[src/rtl/xor_vector_sequencer.sv]
// Clocked stimulus/response sequencer for small combinational datapaths.
// Plays back a loadable vector table and reports a pass/fail summary.
module xor_vector_sequencer #(
  parameter int unsigned DEPTH  = 4,
  parameter int unsigned ADDR_W = 2,
  parameter int unsigned IN_W   = 2,
  parameter int unsigned OUT_W  = 1,
  parameter int unsigned SETTLE = 1
) (
  input  logic                clk,
  input  logic                reset,
  input  logic                wr_en,
  input  logic [ADDR_W-1:0]   wr_addr,
  input  logic [IN_W+OUT_W-1:0] wr_data,
  input  logic                start,
  input  logic [ADDR_W:0]     num_vec,
  output logic [IN_W-1:0]     dut_in,
  input  logic [OUT_W-1:0]    dut_out,
  output logic                busy,
  output logic                done,
  output logic                pass,
  output logic [ADDR_W:0]     err_count,
  output logic [ADDR_W-1:0]   fail_addr
);

  localparam int unsigned CW    = ADDR_W + 1;
  localparam int unsigned CNT_W = $clog2(SETTLE + 1);
  localparam int unsigned EW    = IN_W + OUT_W;

  typedef enum logic [2:0] {
    S_IDLE,
    S_APPLY,
    S_WAIT,
    S_CHECK,
    S_DONE
  } state_t;

  state_t              state;
  logic [EW-1:0]       table_mem [DEPTH];
  logic [CW-1:0]       count;
  logic [ADDR_W-1:0]   idx;
  logic [OUT_W-1:0]    exp_reg;
  logic [CNT_W-1:0]    cnt;
  logic [CW-1:0]       num_clamped;
  logic [EW-1:0]       cur_entry;
  logic                last_vec;

  always_comb begin
    num_clamped = num_vec;
    if (num_vec > CW'(DEPTH))
      num_clamped = CW'(DEPTH);
    cur_entry = table_mem[idx];
    last_vec  = ({1'b0, idx} == (count - CW'(1)));
  end

  // Table survives reset so a run can be repeated after an abort.
  always_ff @(posedge clk) begin
    if (wr_en && !busy)
      table_mem[wr_addr] <= wr_data;
  end

  always_ff @(posedge clk) begin
    if (reset) begin
      state     <= S_IDLE;
      dut_in    <= '0;
      busy      <= 1'b0;
      done      <= 1'b0;
      pass      <= 1'b0;
      err_count <= '0;
      fail_addr <= '0;
      count     <= '0;
      idx       <= '0;
      exp_reg   <= '0;
      cnt       <= '0;
    end else begin
      case (state)
        S_IDLE: begin
          if (start) begin
            err_count <= '0;
            if (num_clamped == '0) begin
              done <= 1'b1;
              pass <= 1'b1;
            end else begin
              count     <= num_clamped;
              idx       <= '0;
              fail_addr <= '0;
              done      <= 1'b0;
              pass      <= 1'b0;
              busy      <= 1'b1;
              state     <= S_APPLY;
            end
          end
        end
        S_APPLY: begin
          dut_in  <= cur_entry[EW-1:OUT_W];
          exp_reg <= cur_entry[OUT_W-1:0];
          cnt     <= CNT_W'(SETTLE);
          state   <= S_WAIT;
        end
        S_WAIT: begin
          cnt <= cnt - CNT_W'(1);
          if (cnt == CNT_W'(1))
            state <= S_CHECK;
        end
        S_CHECK: begin
          if (dut_out != exp_reg) begin
            err_count <= err_count + CW'(1);
            // err_count still zero means this is the first miss of the run.
            if (err_count == '0)
              fail_addr <= idx;
          end
          if (last_vec) begin
            state <= S_DONE;
          end else begin
            idx   <= idx + ADDR_W'(1);
            state <= S_APPLY;
          end
        end
        S_DONE: begin
          done  <= 1'b1;
          pass  <= (err_count == '0);
          busy  <= 1'b0;
          state <= S_IDLE;
        end
        default: state <= S_IDLE;
      endcase
    end
  end

endmodule

[config.mk]
export PLATFORM = sky130hd
export DESIGN_NAME = xor_vector_sequencer
export DESIGN_NICKNAME = d
export VERILOG_FILES = /design/src/rtl/xor_vector_sequencer.sv
export SDC_FILE = /design/constraint.sdc
export NUM_CORES = 1
export LEC_CHECK = 0
export CORE_AREA = 2 2 53 75
export DETAILED_ROUTE_END_ITERATION = 7
export DIE_AREA = 0 0 55 77
export GPL_TIMING_DRIVEN = 0
export PLACE_DENSITY = 0.71
export SYNTH_ARGS = -nofsm -noshare
export SYNTH_HDL_FRONTEND = slang
export SYNTH_SLANG_ARGS = --single-unit
[constraint.sdc]
create_clock -name clk -period 4.44 [get_ports clk]
set_clock_uncertainty 0.1 [all_clocks]
set_input_delay 0.888 -clock clk [delete_from_list [all_inputs] [get_ports clk]]
set_output_delay 0.888 -clock clk [all_outputs]
set_load 0.01 [all_outputs]
# == Yosys cells after proc, flatten, opt, wreduce, memory -nomap -nowiden ==
# Memory sizes are Yosys's and may differ from the RTL's. A register that Yosys moved wholly into a read port is not among the register bits.
# Index checks and enable logic that the tools add are counted.
# totals
reg_bits,17
ramBits,12
input_bits,13
output_inout_bits,10
word_cells,69
n_memories,1
# mem_list
memory,depth,width,rd,rd_clocked_by_memory_dff,wr,line,text
table_mem,4,3,1,1,1,39,logic [EW-1:0] table_mem [DEPTH];
# classes
n_addsub,4
n_lt_le_gt_ge,1
n_eq_ne,12
muxes,26
bitwise_logic,1
n_reduce_logical,15
# ops
op,count
3-bit 2-to-1 mux,7
2-bit inequality test (second input constant),6
3-bit one-hot mux with 4 select lines,1
3-bit AND reduction,4
2-bit 2-to-1 mux,5
3-bit zero test,3
1-bit one-hot mux with 2 select lines,4
2-bit one-hot mux with 2 select lines,2
3-bit by 2-bit equality test with 1-bit output (second input constant),2
1-bit 2-to-1 mux,6
3-bit one-hot mux with 2 select lines,1
2-bit nonzero test,3
5-bit AND reduction,1
4-bit AND reduction,1
3-bit by 1-bit adder with 3-bit output (second input constant),1
2-bit by 3-bit equality test with 1-bit output,1
3-bit by 1-bit equality test with 1-bit output (second input constant),1
3-bit equality test (second input constant),1
3-bit greater-than comparator (second input constant),1
3-bit by 1-bit subtractor with 3-bit output (second input constant),1
2-bit by 1-bit adder with 2-bit output (second input constant),1
2-bit AND reduction,1
1-bit logical AND,1
1-bit zero test,1
other kinds (3),3

# == Depth between registers and ports, before layout ==
# Gate-level depths: netlist of run 1.
# depth
word_depth,6
ltp_mapped,6
ltp_nobuf,6

# == Worst setup path before layout of run 1 ==
# Ideal clock, no wire load.
# synth_timing
path_kind,input port to flip-flop
startpoint,in num_vec[1]
endpoint,reg fail_addr[0]
setup_time_ns,0.132
arrival_ns,1.684
required_time_ns,4.208
path_slack_ns,2.523
stages,4
n_path_buf,0
cell_sequence,or3_1 -> and2_1 -> o211ai_1 -> a21oi_1
# synth_between
elab_chain_len,5
# synth_lines
element,line,text
start: declaration,16,"input logic [ADDR_W:0] num_vec,"
3-bit greater-than comparator,50,if (num_vec > CW'(DEPTH))
3-bit 2-to-1 mux (*),50,
3-bit zero test (*),80,if (num_clamped == '0) begin
2-bit inequality test (no line) (*),n/a,
5-bit AND reduction (no line) (*),n/a,
end signal: assignment,110,fail_addr <= idx;
end: declaration,23,output logic [ADDR_W-1:0] fail_addr
# Every way passes the cells marked *; elsewhere a longest branch is shown, timed or not.
# A chain may end at the register's enable or synchronous reset.

# == Worst setup path in the final report of run 1 ==
# layout_timing
startpoint,in start
endpoint,reg idx[0]
# layout_between
elab_chain_len,2
# layout_lines
element,line,text
start: declaration,15,"input logic start,"
2-bit inequality test (no line),n/a,
4-bit AND reduction (no line),n/a,
end signal: assignment,115,idx <= idx + ADDR_W'(1);
end: declaration,41,logic [ADDR_W-1:0] idx;
# No other way between the ends.

==> results of run 1 <==
[worst paths after layout]
path | startpoint | to | slack (ns) | cells past startpoint
max reg2reg | count[0]$_SDFFE_PP0P_ | idx[0]$_SDFFE_PP0P_ | 2.69 | 6
min reg2reg | count[1]$_SDFFE_PP0P_ | count[1]$_SDFFE_PP0P_ | 0.36 | 2
min | count[1]$_SDFFE_PP0P_ | count[1]$_SDFFE_PP0P_ | 0.36 | 2
max | start | idx[0]$_SDFFE_PP0P_ | 2.10 | 5
[worst reg2reg max path, delay by kind of cell (launching register included)]
family / cells / cell delay [ns]
adder cells (fa/ha/maj): 1 / 0.32
buffers and inverters: 1 / 0.06
AO/OA/AOI/OAI: 2 / 0.48
AND/OR/NAND/NOR: 1 / 0.16
XOR/XNOR: 1 / 0.14
flip-flops: 1 / 0.39
[metrics by stage]
stage	instances	area (µm²)
global route	207	1870
CTS	207	1870
finish	207	1870
floorplan	136	1500
global placement	199	1760
detailed placement	199	1760
[kinds of logic after synthesis]
| family | Yosys count | synth area share |
|---|---|---|
| AND/OR/NAND/NOR | 46 | 0.194 |
| flip-flops | 32 | 0.508 |
| AO/OA/AOI/OAI | 27 | 0.112 |
| buffers and inverters | 15 | 0.0543 |
| XOR/XNOR | 7 | 0.0410 |
| multiplexers | 6 | 0.0652 |
| adder cells (fa/ha/maj) | 3 | 0.0251 |
[routing by layer]
layer / global-route usage / routed length (µm) / share of wire
met5: 0 / 0 / 0
met4: 0.0951 / 103 / 0.035
met3: 0.0564 / 164 / 0.056
met2: 0.262 / 1560 / 0.53
met1: 0.179 / 1100 / 0.38
[power groups by stage]
stage | clock network, W | logic (W) | registers [W]
global route | 0.000286 | 0.000106 | 0.000330
global placement | 0 | 0.0000917 | 0.000334
finish | 0.000268 | 0.0000954 | 0.000329
detailed placement | 0 | 0.0000951 | 0.000335
floorplan | 0 | 0.0000595 | 0.000335
CTS | 0.000275 | 0.0000956 | 0.000328
[cell usage in the layout, fill, tap and decap left out, types with 2 or more instances in the layout]
master / count
sky130_fd_sc_hd__buf_2: 2
sky130_fd_sc_hd__mux2i_1: 3
sky130_fd_sc_hd__xnor2_1: 4
sky130_fd_sc_hd__buf_4: 2
sky130_fd_sc_hd__nand2_1: 8
sky130_fd_sc_hd__nor4bb_1: 2
sky130_fd_sc_hd__clkdlybuf4s50_1: 21
sky130_fd_sc_hd__nand3b_1: 6
sky130_fd_sc_hd__nor3_2: 2
sky130_fd_sc_hd__inv_1: 7
sky130_fd_sc_hd__ha_1: 3
sky130_fd_sc_hd__edfxtp_1: 12
sky130_fd_sc_hd__mux4_2: 3
sky130_fd_sc_hd__nand4_1: 2
sky130_fd_sc_hd__o211ai_1: 3
sky130_fd_sc_hd__nand3_1: 3
sky130_fd_sc_hd__buf_6: 2
sky130_fd_sc_hd__nor2_1: 9
sky130_fd_sc_hd__o31ai_1: 2
sky130_fd_sc_hd__clkinv_1: 2
sky130_fd_sc_hd__dfxtp_1: 20
sky130_fd_sc_hd__nor3_1: 4
sky130_fd_sc_hd__o21ai_0: 5
sky130_fd_sc_hd__xor2_1: 3
sky130_fd_sc_hd__a21oi_1: 11
sky130_fd_sc_hd__clkbuf_8: 5
sky130_fd_sc_hd__or3_1: 2
[area by class of cell]
class                   instances  area [µm²]
fillers                       336        1710
flip-flops and latches         32         761
clock buffers                   5        68.8
inverters                       7        26.3
well taps                      42        52.6
plain buffers                   8        55.1
repair buffers                 21         210
multi-input cells              89         654
clock inverters                 3        37.5
==> report_table.html, run 1 <==
<table>
<tr><th>Metric</th><th>Value</th></tr>
<tr><th colspan="2">Critical path</th></tr>
<tr><td>Delay of the slowest cell on the worst path</td><td>0.57 ns</td></tr>
<tr><td>Crit-path slowest cell</td><td>sky130_fd_sc_hd__clkdlybuf4s50_1</td></tr>
<tr><td>Cell-by-cell trace of the critical path</td><td>clkdlybuf4s50_1 &gt; nor4b_4 &gt; nand2_1 &gt; nand4_1 &gt; o31ai_1</td></tr>
<tr><td>Crit Path Category</td><td>input port to flip-flop</td></tr>
<tr><td>Crit start category</td><td>input port</td></tr>
<tr><td>Arrival @ worst endpoint</td><td>2.40 ns</td></tr>
<tr><td>Crit path required time</td><td>4.50 ns</td></tr>
<tr><td>Crit Path Max Fanout</td><td>7</td></tr>
<tr><td>Type of destination of the critical path</td><td>flip-flop</td></tr>
<tr><td>Worst path bufs/invs</td><td>1</td></tr>
<tr><td>Cell family contributing the most delay on the critical path</td><td>simple AND/OR/NAND/NOR gates</td></tr>
<tr><th colspan="2">Clock network</th></tr>
<tr><td>Clock-pin slew reported for the worst setup and hold paths after clock tree synthesis</td><td>0.06 ns</td></tr>
<tr><td>Clk Tree Root Cell</td><td>sky130_fd_sc_hd__clkbuf_8</td></tr>
<tr><td>PostCTS Resize Cnt</td><td>0</td></tr>
<tr><td>Clock tree from TritonCTS</td><td>yes</td></tr>
<tr><td>Worst-Skew Late Latency</td><td>0.28 ns</td></tr>
<tr><td>Maximum clock insertion buffer count</td><td>2</td></tr>
<tr><td>Buffers inserted during post-CTS setup optimization</td><td>0</td></tr>
<tr><td>Hold-fix buffers, CTS</td><td>0</td></tr>
<tr><td>Clock net sink count</td><td>32</td></tr>
<tr><td>H-Tree Depth</td><td>2</td></tr>
<tr><td>Number of clock buffers inserted by TritonCTS</td><td>5</td></tr>
<tr><th colspan="2">Power</th></tr>
<tr><td>Net switching power figure</td><td>0.000163 W</td></tr>
<tr><td>Power per standard cell area</td><td>371 mW/mm²</td></tr>
<tr><td>Clock group share of total power</td><td>0.387</td></tr>
<tr><td>Worst VDD drop</td><td>0.268 mV</td></tr>
<tr><td>Total power draw</td><td>0.000692 W</td></tr>
<tr><td>Sequential power share</td><td>0.475</td></tr>
<tr><td>Switching part of the total</td><td>0.235</td></tr>
<tr><td>Comb pwr share</td><td>0.138</td></tr>
<tr><td>Pint</td><td>0.000529 W</td></tr>
<tr><td>Static power due to leakage</td><td>0.647 nW</td></tr>
<tr><th colspan="2">Timing</th></tr>
<tr><td>Hold Violations, Final</td><td>0</td></tr>
<tr><td>Fin worst setup slack</td><td>2.10 ns</td></tr>
<tr><td>RSZ-0062 raised after global routing</td><td>no</td></tr>
<tr><td>Worst slew margin relative to its limit</td><td>0.449</td></tr>
<tr><td>Slew of the pin with the lowest slew margin</td><td>0.815 ns</td></tr>
<tr><td>Hold WS</td><td>0.362 ns</td></tr>
<tr><td>Clock period minus final worst setup slack</td><td>2.34 ns</td></tr>
<tr><td>Final count of negative-setup-slack endpoints</td><td>0</td></tr>
<tr><td>Period utilisation layout</td><td>0.526</td></tr>
<tr><td>Max-slew violation count</td><td>0</td></tr>
<tr><td>Final total negative setup slack</td><td>0 ns</td></tr>
<tr><td>Timing-limited maximum frequency</td><td>0.428 GHz</td></tr>
<tr><th colspan="2">Detailed routing</th></tr>
<tr><td>Total via count after detailed routing</td><td>1134</td></tr>
<tr><td>Count of unresolved DRC violations after routing</td><td>0</td></tr>
<tr><td>Length of the first detailed-routing pass in iterations</td><td>5</td></tr>
<tr><td>Antenna violation net count after detailed routing</td><td>0</td></tr>
<tr><td>Total Wirelength</td><td>2930 µm</td></tr>
<tr><td>Final routed wire length divided by cell count</td><td>14.2 µm</td></tr>
<tr><td>Via-per-instance ratio</td><td>5.48</td></tr>
<tr><td>Number of design-rule violations left by the first detailed-router iteration</td><td>43</td></tr>
<tr><th colspan="2">Floorplan</th></tr>
<tr><td>Area enclosed by the die boundary</td><td>0.00424 mm²</td></tr>
<tr><td>Cell row count</td><td>26</td></tr>
<tr><td>Core ar.</td><td>0.00358 mm²</td></tr>
<tr><td>Die extent in y</td><td>77 µm</td></tr>
<tr><td>Initial cell density of the core</td><td>0.418</td></tr>
<tr><td>I/O pin count</td><td>23</td></tr>
<tr><td>Die X-Extent</td><td>55 µm</td></tr>
<tr><th colspan="2">Final layout</th></tr>
<tr><td>Layout overhead on the synthesized area</td><td>24.7%</td></tr>
<tr><td>Final Net Count</td><td>180</td></tr>
<tr><td>Number of diodes added for antenna fixing</td><td>0</td></tr>
<tr><td>Share of post-route cells with drive strength above 1</td><td>0.127</td></tr>
<tr><td>Number of flip-flops in the largest register</td><td>12</td></tr>
<tr><td>Final core utilization</td><td>0.521</td></tr>
<tr><td>Register name with the most flops</td><td>table_mem</td></tr>
<tr><th colspan="2">Synth</th></tr>
<tr><td>Mean area per synthesized cell</td><td>11.0 µm²</td></tr>
<tr><td>Synthesized netlist net count</td><td>152</td></tr>
<tr><td>Number of distinct library cell variants in the gate-level netlist after synthesis</td><td>40</td></tr>
<tr><td>Post-synthesis sequential area ratio</td><td>0.508</td></tr>
<tr><td>Most repeated cell in the gate-level netlist after synthesis</td><td>sky130_fd_sc_hd__dfxtp_1</td></tr>
<tr><td>Dominant cells by area after synthesis</td><td>sky130_fd_sc_hd__dfxtp_1, sky130_fd_sc_hd__edfxtp_1, sky130_fd_sc_hd__mux4_2</td></tr>
<tr><td>Most common flop cell mapped by yosys</td><td>sky130_fd_sc_hd__dfxtp_1</td></tr>
<tr><td>Share of async-settable or async-resettable flops after synthesis</td><td>0</td></tr>
<tr><td>Count of mapped cells out of synthesis</td><td>136</td></tr>
<tr><td>FF+latch count, synth</td><td>32</td></tr>
<tr><td>EDFF count, synth</td><td>12</td></tr>
<tr><td>Cell taking the most area after synthesis</td><td>sky130_fd_sc_hd__dfxtp_1</td></tr>
<tr><td>Most instantiated cells after synthesis</td><td>sky130_fd_sc_hd__dfxtp_1, sky130_fd_sc_hd__edfxtp_1, sky130_fd_sc_hd__a21oi_1</td></tr>
<tr><td>Synth warn</td><td>0</td></tr>
<tr><td>Netlist area before placement</td><td>0.00150 mm²</td></tr>
<tr><td>Share of the synthesized area in the top cell type</td><td>0.268</td></tr>
<tr><th colspan="2">Hold path</th></tr>
<tr><td>Path type of the worst min-delay path</td><td>flip-flop to flip-flop</td></tr>
<tr><th colspan="2">Global route</th></tr>
<tr><td>First-pass GRT wire length</td><td>4910 µm</td></tr>
<tr><td>Overall Global Routing Usage</td><td>0.164</td></tr>
<tr><td>Vias in the first global route</td><td>1079</td></tr>
<tr><td>Number of antenna violations at the first check in global routing</td><td>0</td></tr>
<tr><td>Grt total ovfl</td><td>0</td></tr>
<tr><td>Largest net degree at the start of global routing</td><td>11</td></tr>
<tr><th colspan="2">Flow run</th></tr>
<tr><td>Number of maximum-capacitance violations</td><td>0</td></tr>
<tr><th colspan="2">Placement</th></tr>
<tr><td>Weighted congestion at the end of routability-driven global placement</td><td>0.759</td></tr>
<tr><td>Placed wire-length estimate after detailed placement</td><td>2180 µm</td></tr>
<tr><td>Placement-stage worst setup slack</td><td>1.82 ns</td></tr>
<tr><td>Number of port buffers</td><td>21</td></tr>
<tr><th colspan="2">Outcome</th></tr>
<tr><td>Result of the run</td><td>complete, no violations</td></tr>
</table>
No activity file was read; power rests on OpenSTA's default activity.
==> inputs of run 2 (changes only) <==
PLACE_DENSITY = 0.73   (was 0.71)
clock period = 2.04 ns   (was 4.44 ns; I/O delays follow)
==> run 2 against run 1 <==
  * Sequential share of layout area grew 0.082 points
  * Setup slack got worse by 1.9 ns
  * Critical path type unchanged
  * Cell area is 0.20% lower
==> report_table.html, run 2 (synthesis results as in run 1) <==
<table>
<tr><th>Metric</th><th>Value</th></tr>
<tr><th colspan="2">Clock network</th></tr>
<tr><td>Clock tree from TritonCTS</td><td>yes (unchanged)</td></tr>
<tr><td>Clock-pin slew reported for the worst setup and hold paths after clock tree synthesis</td><td>0.07 ns (was 0.06 ns)</td></tr>
<tr><td>Maximum clock insertion buffer count</td><td>2 (unchanged)</td></tr>
<tr><td>Buffers inserted during post-CTS setup optimization</td><td>0 (unchanged)</td></tr>
<tr><td>Number of clock buffers inserted by TritonCTS</td><td>5 (unchanged)</td></tr>
<tr><td>Worst-Skew Late Latency</td><td>0.29 ns (was 0.28 ns)</td></tr>
<tr><td>Clk Tree Root Cell</td><td>sky130_fd_sc_hd__clkbuf_8 (unchanged)</td></tr>
<tr><td>Clock net sink count</td><td>32 (unchanged)</td></tr>
<tr><td>H-Tree Depth</td><td>2 (unchanged)</td></tr>
<tr><td>PostCTS Resize Cnt</td><td>0 (unchanged)</td></tr>
<tr><td>Hold-fix buffers, CTS</td><td>0 (unchanged)</td></tr>
<tr><th colspan="2">Global route</th></tr>
<tr><td>First-pass GRT wire length</td><td>4970 µm (was 4910 µm)</td></tr>
<tr><td>Grt met1 use</td><td>0.192 (was 0.179)</td></tr>
<tr><td>Number of antenna violations at the first check in global routing</td><td>0 (unchanged)</td></tr>
<tr><td>Grt total ovfl</td><td>0 (unchanged)</td></tr>
<tr><td>Largest net degree at the start of global routing</td><td>11 (unchanged)</td></tr>
<tr><td>Vias in the first global route</td><td>1095 (was 1079)</td></tr>
<tr><td>Met2 routing resource usage after global routing</td><td>0.257 (was 0.262)</td></tr>
<tr><td>Overall Global Routing Usage</td><td>0.166 (was 0.164)</td></tr>
<tr><td>Grt peak-use layer</td><td>met2 (unchanged)</td></tr>
<tr><td>Met3 track demand over resource in global routing</td><td>0.0623 (was 0.0564)</td></tr>
<tr><th colspan="2">Final layout</th></tr>
<tr><td>Fill count</td><td>353 (was 336)</td></tr>
<tr><td>FF/Latch Area</td><td>761 µm² (unchanged)</td></tr>
<tr><td>Most frequent standard cell in the layout excluding fill and tap cells</td><td>sky130_fd_sc_hd__clkdlybuf4s50_1 (unchanged)</td></tr>
<tr><td>Most used cells in the layout excluding fill and tap cells</td><td>sky130_fd_sc_hd__clkdlybuf4s50_1, sky130_fd_sc_hd__dfxtp_1, sky130_fd_sc_hd__edfxtp_1 (unchanged)</td></tr>
<tr><td>Final Net Count</td><td>180 (unchanged)</td></tr>
<tr><td>Summed area of non-filler cells in the final layout</td><td>0.00186 mm² (was 0.00187 mm²)</td></tr>
<tr><td>Register name with the most flops</td><td>table_mem (unchanged)</td></tr>
<tr><td>Layout overhead on the synthesized area</td><td>24.4% (was 24.7%)</td></tr>
<tr><td>Area taken by multi-input logic gates</td><td>654 µm² (unchanged)</td></tr>
<tr><td>Share of post-route cells with drive strength above 1</td><td>0.133 (was 0.127)</td></tr>
<tr><td>Number of diodes added for antenna fixing</td><td>0 (unchanged)</td></tr>
<tr><td>Number of flip-flops in the largest register</td><td>12 (unchanged)</td></tr>
<tr><th colspan="2">Power</th></tr>
<tr><td>Power per standard cell area</td><td>791 mW/mm² (was 371 mW/mm²)</td></tr>
<tr><td>Net switching power figure</td><td>0.000363 W (was 0.000163 W)</td></tr>
<tr><td>Static power due to leakage</td><td>0.647 nW (about the same)</td></tr>
<tr><td>Switching part of the total</td><td>0.247 (was 0.235)</td></tr>
<tr><td>Comb pwr share</td><td>0.141 (was 0.138)</td></tr>
<tr><td>Pint</td><td>0.00111 W (was 0.000529 W)</td></tr>
<tr><td>Total power draw</td><td>0.00147 W (was 0.000692 W)</td></tr>
<tr><td>Sequential power share</td><td>0.485 (was 0.475)</td></tr>
<tr><td>Worst VDD drop</td><td>0.588 mV (was 0.268 mV)</td></tr>
<tr><td>Clock group share of total power</td><td>0.373 (was 0.387)</td></tr>
<tr><th colspan="2">Outcome</th></tr>
<tr><td>Result of the run</td><td>complete, no violations (unchanged)</td></tr>
<tr><th colspan="2">Detailed routing</th></tr>
<tr><td>Via-per-instance ratio</td><td>5.30 (was 5.48)</td></tr>
<tr><td>Final routed wire length divided by cell count</td><td>14.3 µm (was 14.2 µm)</td></tr>
<tr><td>Antenna violation net count after detailed routing</td><td>0 (unchanged)</td></tr>
<tr><td>Count of unresolved DRC violations after routing</td><td>0 (unchanged)</td></tr>
<tr><td>Total via count after detailed routing</td><td>1098 (was 1134)</td></tr>
<tr><td>Total Wirelength</td><td>2970 µm (was 2930 µm)</td></tr>
<tr><td>Number of design-rule violations left by the first detailed-router iteration</td><td>33 (was 43)</td></tr>
<tr><td>Length of the first detailed-routing pass in iterations</td><td>4 (was 5)</td></tr>
<tr><th colspan="2">Placement</th></tr>
<tr><td>Standard cell area after detailed placement</td><td>0.00176 mm² (unchanged)</td></tr>
<tr><td>Placed wire-length estimate after detailed placement</td><td>2200 µm (was 2180 µm)</td></tr>
<tr><td>Weighted congestion at the end of routability-driven global placement</td><td>0.800 (was 0.759)</td></tr>
<tr><td>Number of port buffers</td><td>21 (unchanged)</td></tr>
<tr><th colspan="2">Critical path</th></tr>
<tr><td>Worst-case register-to-register setup slack</td><td>0.34 ns (was 2.69 ns)</td></tr>
<tr><td>Type of destination of the critical path</td><td>flip-flop (unchanged)</td></tr>
<tr><td>Crit Path Category</td><td>input port to flip-flop (unchanged)</td></tr>
<tr><td>Crit path required time</td><td>2.11 ns (was 4.50 ns)</td></tr>
<tr><td>Crit Path Max Fanout</td><td>7 (unchanged)</td></tr>
<tr><td>Crit start category</td><td>input port (unchanged)</td></tr>
<tr><td>Arrival @ worst endpoint</td><td>1.87 ns (was 2.40 ns)</td></tr>
<tr><th colspan="2">Floorplan</th></tr>
<tr><td>Initial cell density of the core</td><td>0.418 (unchanged)</td></tr>
<tr><td>Area enclosed by the die boundary</td><td>0.00424 mm² (unchanged)</td></tr>
<tr><td>Die extent in y</td><td>77 µm (unchanged)</td></tr>
<tr><td>I/O pin count</td><td>23 (unchanged)</td></tr>
<tr><td>Core ar.</td><td>0.00358 mm² (unchanged)</td></tr>
<tr><td>Die X-Extent</td><td>55 µm (unchanged)</td></tr>
<tr><td>Cell row count</td><td>26 (unchanged)</td></tr>
<tr><th colspan="2">Timing</th></tr>
<tr><td>Timing-limited maximum frequency</td><td>0.553 GHz</td></tr>
<tr><td>Hold Violations, Final</td><td>0 (unchanged)</td></tr>
<tr><td>Worst slew margin relative to its limit</td><td>0.488 (was 0.449)</td></tr>
<tr><td>Period utilisation layout</td><td>0.886</td></tr>
<tr><td>Clock period minus final worst setup slack</td><td>1.81 ns</td></tr>
<tr><td>Hold WS</td><td>0.362 ns (about the same)</td></tr>
<tr><td>RSZ-0062 raised after global routing</td><td>no (unchanged)</td></tr>
<tr><td>Final count of negative-setup-slack endpoints</td><td>0 (unchanged)</td></tr>
<tr><td>Max-slew violation count</td><td>0 (unchanged)</td></tr>
<tr><td>Slew of the pin with the lowest slew margin</td><td>0.758 ns (was 0.815 ns)</td></tr>
<tr><th colspan="2">Hold path</th></tr>
<tr><td>Path type of the worst min-delay path</td><td>flip-flop to flip-flop (unchanged)</td></tr>
<tr><th colspan="2">Flow run</th></tr>
<tr><td>Number of maximum-capacitance violations</td><td>0 (unchanged)</td></tr>
</table>
run 2: path summary, 6_finish.rpt:
| path | start | to | cells after the start |
|---|---|---|---|
| worst max-delay path | start | idx[0]$_SDFFE_PP0P_ | 5 |
| worst min-delay path | count[1]$_SDFFE_PP0P_ | count[1]$_SDFFE_PP0P_ | 2 |
| worst max register to register | count[0]$_SDFFE_PP0P_ | state[0]$_SDFFE_PP0P_ | 6 |
| worst min register to register | count[1]$_SDFFE_PP0P_ | count[1]$_SDFFE_PP0P_ | 2 |
run 2: power groups by stage:
stage,Clock (W),Sequential (W),Combinational (W)
global placement,0,0.000727,0.000199
CTS,0.000564,0.000714,0.000209
global route,0.000594,0.000717,0.000231
finish,0.000549,0.000715,0.000208
floorplan,0,0.000729,0.000129
detailed placement,0,0.000728,0.000208
run 2: layout make-up:
class,instances,share of cell area
repair buffers,21,0.113
well taps,42,0.0282
flip-flops and latches,32,0.409
clock inverters,1,0.00269
inverters,7,0.0141
clock buffers,7,0.0524
multi-input cells,89,0.351
plain buffers,8,0.0296
run 2: critical path: stages:
cell and delay (ns):
sky130_fd_sc_hd__clkdlybuf4s50_1 0.55, sky130_fd_sc_hd__nor4b_4 0.41, sky130_fd_sc_hd__nand2_1 0.27, sky130_fd_sc_hd__nand4_1 0.16, sky130_fd_sc_hd__o31ai_1 0.07
run 2: per-layer routing:
| layer | wire length (µm) | vias up |
|---|---|---|
| met4 | 83 | 0 |
| met5 | 0 | - |
| li1 | - | 552 |
| met3 | 162 | 7 |
| met2 | 1580 | 27 |
| met1 | 1140 | 512 |
run 2: stage by stage:
stage           util  setup WS (ns)  cells  TNS, ns
2_1_floorplan      -          0.507    136        0
3_3_place_gp   0.492        -0.0534    199   -0.225
3_5_place_dp   0.492        -0.0629    199   -0.438
4_1_cts        0.520          0.236    207        0
5_1_grt        0.520          0.131    207        0
6_report       0.520          0.233    207        0
==> inputs of run 3 (changes only) <==
CAP_MARGIN = 20   (was not set)
CELL_PAD_IN_SITES_DETAIL_PLACEMENT = 0   (was not set)
CELL_PAD_IN_SITES_GLOBAL_PLACEMENT = 1   (was not set)
CORE_AREA = 2 2 57 81   (was 2 2 53 75)
CTS_CLUSTER_DIAMETER = 80   (was not set)
DIE_AREA = 0 0 59 83   (was 0 0 55 77)
PLACE_DENSITY = 0.78   (was 0.73)
==> run 3 against run 2 <==
  * Hold slack lost 0.0054 ns
  * Cell area grew 0.87%
  * Sequential power is essentially flat
  * Setup slack lost 0.031 ns
  * Utilization shrank 6.6 points
  * Combinational power is essentially flat
  * Total power grew 4.5%
  * Non-clock buffer count is the same
  * Critical endpoint unchanged
==> report_table.html, run 3 (synthesis results as in run 1) <==
<table>
<tr><th>Metric</th><th>Value</th></tr>
<tr><th colspan="2">Outcome</th></tr>
<tr><td>Result of the run</td><td>complete, no violations (unchanged)</td></tr>
<tr><th colspan="2">Final layout</th></tr>
<tr><td>Share of post-route cells with drive strength above 1</td><td>0.139 (was 0.133)</td></tr>
<tr><td>Most frequent standard cell in the layout excluding fill and tap cells</td><td>sky130_fd_sc_hd__clkdlybuf4s50_1 (unchanged)</td></tr>
<tr><td>Layout overhead on the synthesized area</td><td>25.5% (was 24.4%)</td></tr>
<tr><td>Final Net Count</td><td>180 (unchanged)</td></tr>
<tr><td>Most used cells in the layout excluding fill and tap cells</td><td>sky130_fd_sc_hd__clkdlybuf4s50_1, sky130_fd_sc_hd__dfxtp_1, sky130_fd_sc_hd__edfxtp_1 (unchanged)</td></tr>
<tr><td>Number of diodes added for antenna fixing</td><td>0 (unchanged)</td></tr>
<tr><td>Number of standard cells in the final layout excluding fillers</td><td>210 (was 207)</td></tr>
<tr><td>Register name with the most flops</td><td>table_mem (unchanged)</td></tr>
<tr><td>Final core utilization</td><td>0.454 (was 0.520)</td></tr>
<tr><td>Number of flip-flops in the largest register</td><td>12 (unchanged)</td></tr>
<tr><th colspan="2">Floorplan</th></tr>
<tr><td>Die X-Extent</td><td>59 µm (was 55 µm)</td></tr>
<tr><td>Die extent in y</td><td>83 µm (was 77 µm)</td></tr>
<tr><td>Initial cell density of the core</td><td>0.362 (was 0.418)</td></tr>
<tr><td>Area enclosed by the die boundary</td><td>0.00490 mm² (was 0.00424 mm²)</td></tr>
<tr><td>I/O pin count</td><td>23 (unchanged)</td></tr>
<tr><td>Cell row count</td><td>28 (was 26)</td></tr>
<tr><td>Core ar.</td><td>0.00413 mm² (was 0.00358 mm²)</td></tr>
<tr><th colspan="2">Power</th></tr>
<tr><td>Sequential power share</td><td>0.465 (was 0.485)</td></tr>
<tr><td>Pint</td><td>0.00116 W (was 0.00111 W)</td></tr>
<tr><td>Worst VDD drop</td><td>0.451 mV (was 0.588 mV)</td></tr>
<tr><td>Clock group share of total power</td><td>0.401 (was 0.373)</td></tr>
<tr><td>Total power draw</td><td>0.00154 W (was 0.00147 W)</td></tr>
<tr><td>Static power due to leakage</td><td>0.648 nW (was 0.647 nW)</td></tr>
<tr><td>Comb pwr share</td><td>0.134 (was 0.141)</td></tr>
<tr><td>Power per standard cell area</td><td>819 mW/mm² (was 791 mW/mm²)</td></tr>
<tr><td>Net switching power figure</td><td>0.000375 W (was 0.000363 W)</td></tr>
<tr><td>Switching part of the total</td><td>0.244 (was 0.247)</td></tr>
<tr><th colspan="2">Global route</th></tr>
<tr><td>Number of antenna violations at the first check in global routing</td><td>0 (unchanged)</td></tr>
<tr><td>First-pass GRT wire length</td><td>5040 µm (was 4970 µm)</td></tr>
<tr><td>Largest net degree at the start of global routing</td><td>13 (was 11)</td></tr>
<tr><td>Vias in the first global route</td><td>1065 (was 1095)</td></tr>
<tr><td>Overall Global Routing Usage</td><td>0.138 (was 0.166)</td></tr>
<tr><td>Grt total ovfl</td><td>0 (unchanged)</td></tr>
<tr><th colspan="2">Critical path</th></tr>
<tr><td>Cell-by-cell trace of the critical path</td><td>clkdlybuf4s50_1 &gt; nor4b_4 &gt; nand2_1 &gt; nand4_1 &gt; o31ai_1 (unchanged)</td></tr>
<tr><td>Crit Path Max Fanout</td><td>7 (unchanged)</td></tr>
<tr><td>Cell family contributing the most delay on the critical path</td><td>simple AND/OR/NAND/NOR gates (unchanged)</td></tr>
<tr><td>Crit Path Category</td><td>input port to flip-flop (unchanged)</td></tr>
<tr><td>Delay of the slowest cell on the worst path</td><td>0.54 ns (was 0.55 ns)</td></tr>
<tr><td>Crit path required time</td><td>2.11 ns (about the same)</td></tr>
<tr><td>Crit-path slowest cell</td><td>sky130_fd_sc_hd__clkdlybuf4s50_1 (unchanged)</td></tr>
<tr><td>Arrival @ worst endpoint</td><td>1.90 ns (was 1.87 ns)</td></tr>
<tr><td>Type of destination of the critical path</td><td>flip-flop (unchanged)</td></tr>
<tr><td>Crit start category</td><td>input port (unchanged)</td></tr>
<tr><td>Worst path bufs/invs</td><td>1 (unchanged)</td></tr>
<tr><th colspan="2">Detailed routing</th></tr>
<tr><td>Number of design-rule violations left by the first detailed-router iteration</td><td>18 (was 33)</td></tr>
<tr><td>Via-per-instance ratio</td><td>5.33 (was 5.30)</td></tr>
<tr><td>Length of the first detailed-routing pass in iterations</td><td>4 (unchanged)</td></tr>
<tr><td>Antenna violation net count after detailed routing</td><td>0 (unchanged)</td></tr>
<tr><td>Total via count after detailed routing</td><td>1120 (was 1098)</td></tr>
<tr><td>Final routed wire length divided by cell count</td><td>14.1 µm (was 14.3 µm)</td></tr>
<tr><td>Count of unresolved DRC violations after routing</td><td>0 (unchanged)</td></tr>
<tr><td>Total Wirelength</td><td>2960 µm (was 2970 µm)</td></tr>
<tr><th colspan="2">Placement</th></tr>
<tr><td>Placed insts</td><td>202 (was 199)</td></tr>
<tr><td>Number of port buffers</td><td>21 (unchanged)</td></tr>
<tr><td>Placed wire-length estimate after detailed placement</td><td>2180 µm (was 2200 µm)</td></tr>
<tr><td>Weighted congestion at the end of routability-driven global placement</td><td>0.785 (was 0.800)</td></tr>
<tr><td>Placement-stage worst setup slack</td><td>-0.111 ns (was -0.0629 ns)</td></tr>
<tr><th colspan="2">Clock network</th></tr>
<tr><td>Clock-pin slew reported for the worst setup and hold paths after clock tree synthesis</td><td>0.07 ns (about the same)</td></tr>
<tr><td>H-Tree Depth</td><td>2 (unchanged)</td></tr>
<tr><td>Clock net sink count</td><td>32 (unchanged)</td></tr>
<tr><td>Hold-fix buffers, CTS</td><td>0 (unchanged)</td></tr>
<tr><td>Buffers inserted during post-CTS setup optimization</td><td>0 (unchanged)</td></tr>
<tr><td>Worst-Skew Late Latency</td><td>0.29 ns (about the same)</td></tr>
<tr><td>Clock tree from TritonCTS</td><td>yes (unchanged)</td></tr>
<tr><td>Clk Tree Root Cell</td><td>sky130_fd_sc_hd__clkbuf_8 (unchanged)</td></tr>
<tr><td>Maximum clock insertion buffer count</td><td>2 (unchanged)</td></tr>
<tr><td>PostCTS Resize Cnt</td><td>0 (unchanged)</td></tr>
<tr><td>Number of clock buffers inserted by TritonCTS</td><td>5 (unchanged)</td></tr>
<tr><th colspan="2">Flow run</th></tr>
<tr><td>Number of maximum-capacitance violations</td><td>0 (unchanged)</td></tr>
<tr><th colspan="2">Timing</th></tr>
<tr><td>Final count of negative-setup-slack endpoints</td><td>0 (unchanged)</td></tr>
<tr><td>Slew of the pin with the lowest slew margin</td><td>0.842 ns (was 0.758 ns)</td></tr>
<tr><td>RSZ-0062 raised after global routing</td><td>no (unchanged)</td></tr>
<tr><td>Hold Violations, Final</td><td>0 (unchanged)</td></tr>
<tr><td>Final total negative setup slack</td><td>0 ns (unchanged)</td></tr>
<tr><td>Max-slew violation count</td><td>0 (unchanged)</td></tr>
<tr><td>Period utilisation layout</td><td>0.901 (was 0.886)</td></tr>
<tr><td>Worst slew margin relative to its limit</td><td>0.431 (was 0.488)</td></tr>
<tr><td>Fin worst setup slack</td><td>0.202 ns (was 0.233 ns)</td></tr>
<tr><td>Timing-limited maximum frequency</td><td>0.544 GHz (was 0.553 GHz)</td></tr>
<tr><td>Clock period minus final worst setup slack</td><td>1.84 ns (was 1.81 ns)</td></tr>
<tr><th colspan="2">Hold path</th></tr>
<tr><td>Path type of the worst min-delay path</td><td>flip-flop to flip-flop (unchanged)</td></tr>
</table>
## run 3: per-layer routing
layer / GRT usage / part of all wire / vias up
met5: 0 / 0 / -
met4: 0.0620 / 0.021 / 0
met3: 0.0452 / 0.047 / 6
met2: 0.225 / 0.52 / 26
met1: 0.159 / 0.41 / 536
li1: - / - / 552
## run 3: path summary, 6_finish.rpt
check / end / start / slack [ns] / cells past startpoint
worst max-delay path: idx[0]$_SDFFE_PP0P_ / start / 0.20 / 5
worst min-delay path: count[1]$_SDFFE_PP0P_ / count[1]$_SDFFE_PP0P_ / 0.36 / 2
worst max register to register: idx[0]$_SDFFE_PP0P_ / count[0]$_SDFFE_PP0P_ / 0.34 / 6
worst min register to register: count[1]$_SDFFE_PP0P_ / count[1]$_SDFFE_PP0P_ / 0.36 / 2
## run 3: through the flow
stage | hold WS [ns] | cell area [µm²]
global placement | 0.342 | 1760
CTS | 0.362 | 1880
floorplan | 0.332 | 1500
finish | 0.357 | 1880
global route | 0.384 | 1880
detailed placement | 0.351 | 1760
## run 3: area by class of cell
cell class | instances | area [µm²]
repair buffers | 21 | 210
fillers | 399 | 2260
inverters | 7 | 26.3
multi-input cells | 89 | 654
well taps | 45 | 56.3
plain buffers | 8 | 55.1
clock inverters | 3 | 46.3
clock buffers | 5 | 68.8
flip-flops and latches | 32 | 761
## run 3: worst register-to-register path: cells and delay by family (launching register included)
kind | cells | cell delay (ns)
and+or+nand+nor | 1 | 0.14
DFF | 1 | 0.40
AOI/OAI and AO/OA | 2 | 0.45
adders and majority gates | 1 | 0.32
xor gates and xnor gates | 1 | 0.14
buffers and inverters | 1 | 0.06
## run 3: power by group through the flow
stage	clock (W)	sequential (W)	combinational, W
floorplan	0	0.000729	0.000129
global placement	0	0.000726	0.000201
detailed placement	0	0.000728	0.000208
CTS	0.000635	0.000715	0.000208
global route	0.000668	0.000718	0.000232
finish	0.000617	0.000715	0.000207
